===== src/rtl/cpu_sequencer_if.sv =====
// Instruction-fetch and data-store handshake bundle between the sequencer and its memories.
//   imem_req   : fetch request (sequencer -> imem)
//   imem_addr  : fetch address, always the current pc
//   imem_valid : fetch data valid, completes the fetch (imem -> sequencer)
//   imem_rdata : fetched instruction word
//   dmem_req   : store request (sequencer -> dmem)
//   dmem_we    : store write enable, mirrors dmem_req
//   dmem_ready : store accepted (dmem -> sequencer)
interface cpu_sequencer_if;
    logic        imem_req;
    logic [31:0] imem_addr;
    logic        imem_valid;
    logic [31:0] imem_rdata;
    logic        dmem_req;
    logic        dmem_we;
    logic        dmem_ready;

    modport master (
        output imem_req, imem_addr, dmem_req, dmem_we,
        input  imem_valid, imem_rdata, dmem_ready
    );

    modport slave (
        input  imem_req, imem_addr, dmem_req, dmem_we,
        output imem_valid, imem_rdata, dmem_ready
    );
endinterface


===== src/rtl/cpu_sequencer.sv =====
// Multi-cycle instruction sequencer: FETCH -> DECODE -> EXECUTE -> [MEM] -> WRITEBACK.
// Ports:
//   clk, rst      : single clock, asynchronous active-high reset
//   bus           : imem fetch / dmem store handshake (master side)
//   instr         : latched instruction register
//   branch_taken  : B-type compare result, used in WRITEBACK
//   target_pc     : branch/jump target from the datapath, used in WRITEBACK
//   rf_we         : register-file write strobe (registered)
//   pc            : current program counter
//   retired       : one-cycle pulse per completed instruction
//   trap          : sticky fault flag, cleared only by reset
//   state         : encoded FSM state for debug
module cpu_sequencer #(
    parameter logic [31:0] RESET_PC = 32'h0000_0000
) (
    input  logic            clk,
    input  logic            rst,
    cpu_sequencer_if.master bus,
    output logic [31:0]     instr,
    input  logic            branch_taken,
    input  logic [31:0]     target_pc,
    output logic            rf_we,
    output logic [31:0]     pc,
    output logic            retired,
    output logic            trap,
    output logic [2:0]      state
);

    localparam logic [6:0] OpIType = 7'b0010011;
    localparam logic [6:0] OpRType = 7'b0110011;
    localparam logic [6:0] OpSType = 7'b0100011;
    localparam logic [6:0] OpBType = 7'b1100011;
    localparam logic [6:0] OpUType = 7'b0110111;
    localparam logic [6:0] OpJType = 7'b1101111;

    typedef enum logic [2:0] {
        StFetch     = 3'd0,
        StDecode    = 3'd1,
        StExecute   = 3'd2,
        StMem       = 3'd3,
        StWriteback = 3'd4,
        StTrap      = 3'd5
    } state_e;

    state_e      state_q, state_d;
    logic [31:0] pc_q, pc_d;
    logic [31:0] instr_q, instr_d;
    logic        imem_req_q, imem_req_d;
    logic        dmem_req_q, dmem_req_d;
    logic        rf_we_q, rf_we_d;

    logic [6:0]  opcode;
    logic        is_i, is_r, is_s, is_b, is_u, is_j;
    logic        legal_op;
    logic        writes_rd;
    logic        take_target;
    logic        target_misaligned;
    logic        retire_now;

    assign opcode            = instr_q[6:0];
    assign is_i              = (opcode == OpIType);
    assign is_r              = (opcode == OpRType);
    assign is_s              = (opcode == OpSType);
    assign is_b              = (opcode == OpBType);
    assign is_u              = (opcode == OpUType);
    assign is_j              = (opcode == OpJType);
    assign legal_op          = is_i | is_r | is_s | is_b | is_u | is_j;
    assign writes_rd         = (is_i | is_r | is_u | is_j) && (instr_q[11:7] != 5'd0);
    assign take_target       = is_j | (is_b & branch_taken);
    assign target_misaligned = (target_pc[1:0] != 2'b00);

    always_comb begin
        state_d    = state_q;
        pc_d       = pc_q;
        instr_d    = instr_q;
        retire_now = 1'b0;

        case (state_q)
            StFetch: begin
                // The first FETCH cycle after reset has imem_req low; no fetch is open yet.
                if (imem_req_q && bus.imem_valid) begin
                    instr_d = bus.imem_rdata;
                    state_d = StDecode;
                end
            end
            StDecode: begin
                state_d = legal_op ? StExecute : StTrap;
            end
            StExecute: begin
                state_d = is_s ? StMem : StWriteback;
            end
            StMem: begin
                if (bus.dmem_ready) begin
                    state_d = StWriteback;
                end
            end
            StWriteback: begin
                if (take_target && target_misaligned) begin
                    state_d = StTrap;
                end else begin
                    pc_d       = take_target ? target_pc : pc_q + 32'd4;
                    retire_now = 1'b1;
                    state_d    = StFetch;
                end
            end
            StTrap: begin
                state_d = StTrap;
            end
            default: begin
                state_d = StTrap;
            end
        endcase

        // Strobes are flops loaded from the next state so they carry no path from inputs.
        imem_req_d = (state_d == StFetch);
        dmem_req_d = (state_d == StMem);
        // A jump's target is formed from registered pc/imm and is stable from EXECUTE on,
        // so its alignment is checked one cycle early to keep rf_we a pure flop output.
        rf_we_d    = (state_d == StWriteback) && writes_rd && !(is_j && target_misaligned);
    end

    always_ff @(posedge clk or posedge rst) begin
        if (rst) begin
            state_q    <= StFetch;
            pc_q       <= RESET_PC;
            instr_q    <= 32'd0;
            imem_req_q <= 1'b0;
            dmem_req_q <= 1'b0;
            rf_we_q    <= 1'b0;
        end else begin
            state_q    <= state_d;
            pc_q       <= pc_d;
            instr_q    <= instr_d;
            imem_req_q <= imem_req_d;
            dmem_req_q <= dmem_req_d;
            rf_we_q    <= rf_we_d;
        end
    end

    assign bus.imem_req  = imem_req_q;
    assign bus.imem_addr = pc_q;
    assign bus.dmem_req  = dmem_req_q;
    assign bus.dmem_we   = dmem_req_q;
    assign instr         = instr_q;
    assign rf_we         = rf_we_q;
    assign pc            = pc_q;
    assign retired       = retire_now;
    assign trap          = (state_q == StTrap);
    assign state         = state_q;

endmodule

===== src/flat_wrapper.sv =====
// flat-port wrapper written by rule: the top's interface ports become plain ports
module cpu_sequencer_flat 
#(
    parameter logic [31:0] RESET_PC = 32'h0000_0000
)
  (clk, rst, instr, branch_taken, target_pc, rf_we, pc, retired, trap, state, bus_imem_req, bus_imem_addr, bus_dmem_req, bus_dmem_we, bus_imem_valid, bus_imem_rdata, bus_dmem_ready);
  cpu_sequencer_if bus_i ();
  input  logic clk;
  input  logic rst;
  output logic [31:0] instr;
  input  logic branch_taken;
  input  logic [31:0] target_pc;
  output logic rf_we;
  output logic [31:0] pc;
  output logic retired;
  output logic trap;
  output logic [2:0] state;
  output wire logic [$bits(bus_i.imem_req)-1:0] bus_imem_req;
  output wire logic [$bits(bus_i.imem_addr)-1:0] bus_imem_addr;
  output wire logic [$bits(bus_i.dmem_req)-1:0] bus_dmem_req;
  output wire logic [$bits(bus_i.dmem_we)-1:0] bus_dmem_we;
  input wire logic [$bits(bus_i.imem_valid)-1:0] bus_imem_valid;
  input wire logic [$bits(bus_i.imem_rdata)-1:0] bus_imem_rdata;
  input wire logic [$bits(bus_i.dmem_ready)-1:0] bus_dmem_ready;
  assign bus_imem_req = bus_i.imem_req;
  assign bus_imem_addr = bus_i.imem_addr;
  assign bus_dmem_req = bus_i.dmem_req;
  assign bus_dmem_we = bus_i.dmem_we;
  assign bus_i.imem_valid = bus_imem_valid;
  assign bus_i.imem_rdata = bus_imem_rdata;
  assign bus_i.dmem_ready = bus_dmem_ready;
  cpu_sequencer #(.RESET_PC(RESET_PC)) u_core (.clk(clk), .rst(rst), .bus(bus_i), .instr(instr), .branch_taken(branch_taken), .target_pc(target_pc), .rf_we(rf_we), .pc(pc), .retired(retired), .trap(trap), .state(state));
endmodule

===== config.mk =====
export PLATFORM = sky130hd
export DESIGN_NAME = cpu_sequencer_flat
export DESIGN_NICKNAME = d
export VERILOG_FILES = /design/src/rtl/cpu_sequencer_if.sv /design/src/rtl/cpu_sequencer.sv /design/src/flat_wrapper.sv
export SDC_FILE = /design/constraint.sdc
export NUM_CORES = 1
export LEC_CHECK = 0
export ABC_AREA = 1
export CAP_MARGIN = 20
export CORE_UTILIZATION = 47
export CTS_CLUSTER_DIAMETER = 50
export DETAILED_ROUTE_END_ITERATION = 6
export HOLD_SLACK_MARGIN = 0.15
export PLACE_DENSITY = 0.93
export SYNTH_ARGS = -nofsm -noshare
export SYNTH_HDL_FRONTEND = slang
export SYNTH_SLANG_ARGS = --single-unit

===== constraint.sdc =====
create_clock -name clk -period 3.6 [get_ports clk]
set_input_delay 0.72 -clock clk [delete_from_list [all_inputs] [get_ports clk]]
set_output_delay 0.72 -clock clk [all_outputs]
set_load 0.01 [all_outputs]

==> results.toml <==
[clocking]
cts_buffer_depth = 2
cts_resized = 0
root_buffer = "clkbuf_8"
clkSinkCount = 70
clkSlewWorstSetupHoldPaths_ns = 0.08
cts_tree = "done"
cts_max_level = 3
insertion_delay_ns = 0.35
cts_setup_buffers = 0
hold_buffers = 0
cts_buffers = 9

[global_route]
grtUsageTotal = 0.266
grt_use_met1 = 0.297
use_met3 = 0.0766
grt.met2_usage = 0.473
grt_max_degree = 40
grt_pass1_vias = 4580
grt_pass1_wl_um = 20400
grt_busiest_layer = "met2"
antenna_found_initial = 0
overflow = 0

[critical_path]
start_kind = "input port"
crit_chain = "clkdlybuf4s50_1 -> nor2_1 -> inv_1 -> a21boi_2 -> clkdlybuf4s50_1"
cp_common_cell = "clkdlybuf4s50_1"
crit_type = "input port to output pin"
cp-end-kind = "output pin"
crit_family = "buffers and inverters"
cp_slowest_stage_delay_ns = 0.56
cp_max_fo = 3
arrival_ns = 2.22
slowest_stage = "clkdlybuf4s50_1"
path_buf_inv = 3
cp.required_ns = 2.88

[floorplanning]
dieWidth_um = 96.6
core_sq_mm = 0.00868
die_h_um = 96.6
die_area_sq_mm = 0.00934
ioPinCount = 174
start_util = 0.485
fp-row-count = 34

[timing]
worstMarginPinSlew_ns = 0.695
skew_ns = 0.00946
fin_crit_ns = 2.94
finalMaxSlewViolations = 0
holdWs_ns = 0.483
fmax_ghz = 0.340
rsz0062_at_grt = "no"
finalSetupViolations = 0
hold_viol = 0
tns_ns = 0
slew_headroom = 0.536
period_share = 0.816

[status]
outcome = "finished clean"

[drt]
route.detailed.drc = 0
wl_per_cell_um = 13.8
first_pass_iters = 5
ant_nets = 0
wirelength_um = 12100
via_per_inst = 5.22
first_iter_violations = 308
vias = 4585

[power]
ir_drop_v = 0.000263
p_leak_uw = 0.00284
p_per_area_mw_per_mm2 = 266

[final_layout]
drive_gt1_frac = 0.0442
nets = 836
fin_cells = 878
antenna_cells = 0
n_fill_cell = 694
layout-area-overhead-vs-synth_pct = 42.7

[yosys]
syn_nets = 697
ys_warn_count = 0
syn_inst = 627
synth_top_cell_area_share = 0.416
netlist_top_cells_area = "dfrtp_1 (42%), nand2_1 (25%), nor2_1 (6.6%)"
synth_seq_cells = 70
synth_area_leader_cell = "dfrtp_1"
ys_types = 27
syn_area_per_cell_sq_um = 6.71
synth_area_sq_mm = 0.00421
ys_seq_area_frac = 0.416

[placement]
place_inst = 863
portBuffers = 173
place_congestion = 0.951
hpwl_um = 9020

[worst_hold_path]
hp-class = "register to register"

[flow_run]
maxCapViolCount = 0
## final timing paths
path	from	slack [ns]	cells past startpoint	end
max	target_pc[0]	0.66	5	retired
min	u_core.instr[17]$_DFFE_PP0P_	0.48	2	u_core.instr[17]$_DFFE_PP0P_
max reg2reg	u_core.instr[4]$_DFFE_PP0P_	1.49	12	u_core.bus.imem_addr[30]$_DFFE_PP0P_
min reg2reg	u_core.instr[17]$_DFFE_PP0P_	0.48	2	u_core.instr[17]$_DFFE_PP0P_
max in group asynchronous	rst	2.13	3	u_core.bus.imem_addr[30]$_DFFE_PP0P_
min in group asynchronous	rst	0.80	2	u_core.instr[21]$_DFFE_PP0P_
## cell type report
type | instances | area, sq um | share of cell area
well taps | 108 | 135 | 0.0225
clock buffers | 10 | 138 | 0.0229
repair buffers | 179 | 1790 | 0.298
inverters | 47 | 176 | 0.0294
flip-flops and latches | 70 | 1750 | 0.292
clock inverters | 5 | 83.8 | 0.0140
multi-input cells | 459 | 1930 | 0.322
## cells by family (layout without fill, tap and decap cells)
logic type / after synthesis / count (layout) / synth area share
AOI/OAI and AO/OA: 35 / 35 / 0.0499
xor gates and xnor gates: 6 / 6 / 0.0125
adders and majority gates: 1 / 1 / 0.00297
buffers and inverters: 98 / 241 / 0.125
DFF: 70 / 70 / 0.416
and+or+nand+nor: 417 / 417 / 0.394
## through the flow
stage	power, uW	setup WS, ns	area (sq um)	utilization
floorplan	814	1.11	4210	-
global placement	895	0.726	5790	0.667
detailed placement	896	0.659	5790	0.667
CTS	1610	0.648	6010	0.692
global route	1640	0.579	6010	0.692
finish	1600	0.663	6010	0.692
## synth_stat cells
| cell type | instances |
|---|---|
| o211ai_1 | 2 |
| xor2_1 | 5 |
| buf_4 | 35 |
| nand2_1 | 275 |
| ha_1 | 1 |
| o21ai_2 | 1 |
| o21ai_4 | 1 |
| xnor2_1 | 1 |
| dfrtp_1 | 70 |
| nand4_1 | 6 |
| a21boi_2 | 1 |
| clkinv_1 | 2 |
| nor2_1 | 74 |
| o21a_1 | 1 |
| clkbuf_1 | 4 |
| nand3_1 | 43 |
| inv_1 | 36 |
| nor3_1 | 19 |
| a31oi_1 | 1 |
| inv_2 | 9 |
| buf_2 | 9 |
| o21bai_1 | 2 |
| o21ai_1 | 10 |
| buf_1 | 1 |
| a21oi_1 | 2 |
| o21ai_0 | 14 |
| buf_6 | 2 |
## power breakdown
group          internal, uW  total (uW)  switching (uW)
clock                   406         719             313
sequential              786         786               0
combinational          66.3        93.8            27.6
total                  1260        1600             340
## layout by cell type (no fill, tap or decap), drive strengths merged, types with 10 or more instances in the layout
cell and count:
clkbuf 10, clkdlybuf4s50 173, dfrtp 70, inv 45
nand2 275, nand3 43, nor2 74, nor3 19
o21ai 26
## flip-flops by register name (all words and copies together), names as in the netlist
register,cells
u_core.instr,32
u_core.bus.imem_req,1
u_core.bus.imem_addr,32
u_core.bus.dmem_req,1
u_core.rf_we,1
u_core.state,3
## worst register-to-register path: stages (launching register included)
cell and delay [ns]:
dfrtp_1 0.42, inv_2 0.11, nand2_1 0.05, nor2_1 0.08, nand2_1 0.17, o21ai_4 0.13
buf_4 0.28, inv_2 0.07, o21ai_2 0.11, buf_4 0.35, nor2_1 0.10, nand2_1 0.08
nand2_1 0.05
## layer usage
| layer | routed length [um] | vias up |
|---|---|---|
| met4 | 349 | 0 |
| li1 | - | 2193 |
| met1 | 4570 | 2101 |
| met5 | 0 | - |
| met3 | 1150 | 43 |
| met2 | 6010 | 248 |
No activity file was read; power rests on OpenSTA's default activity.
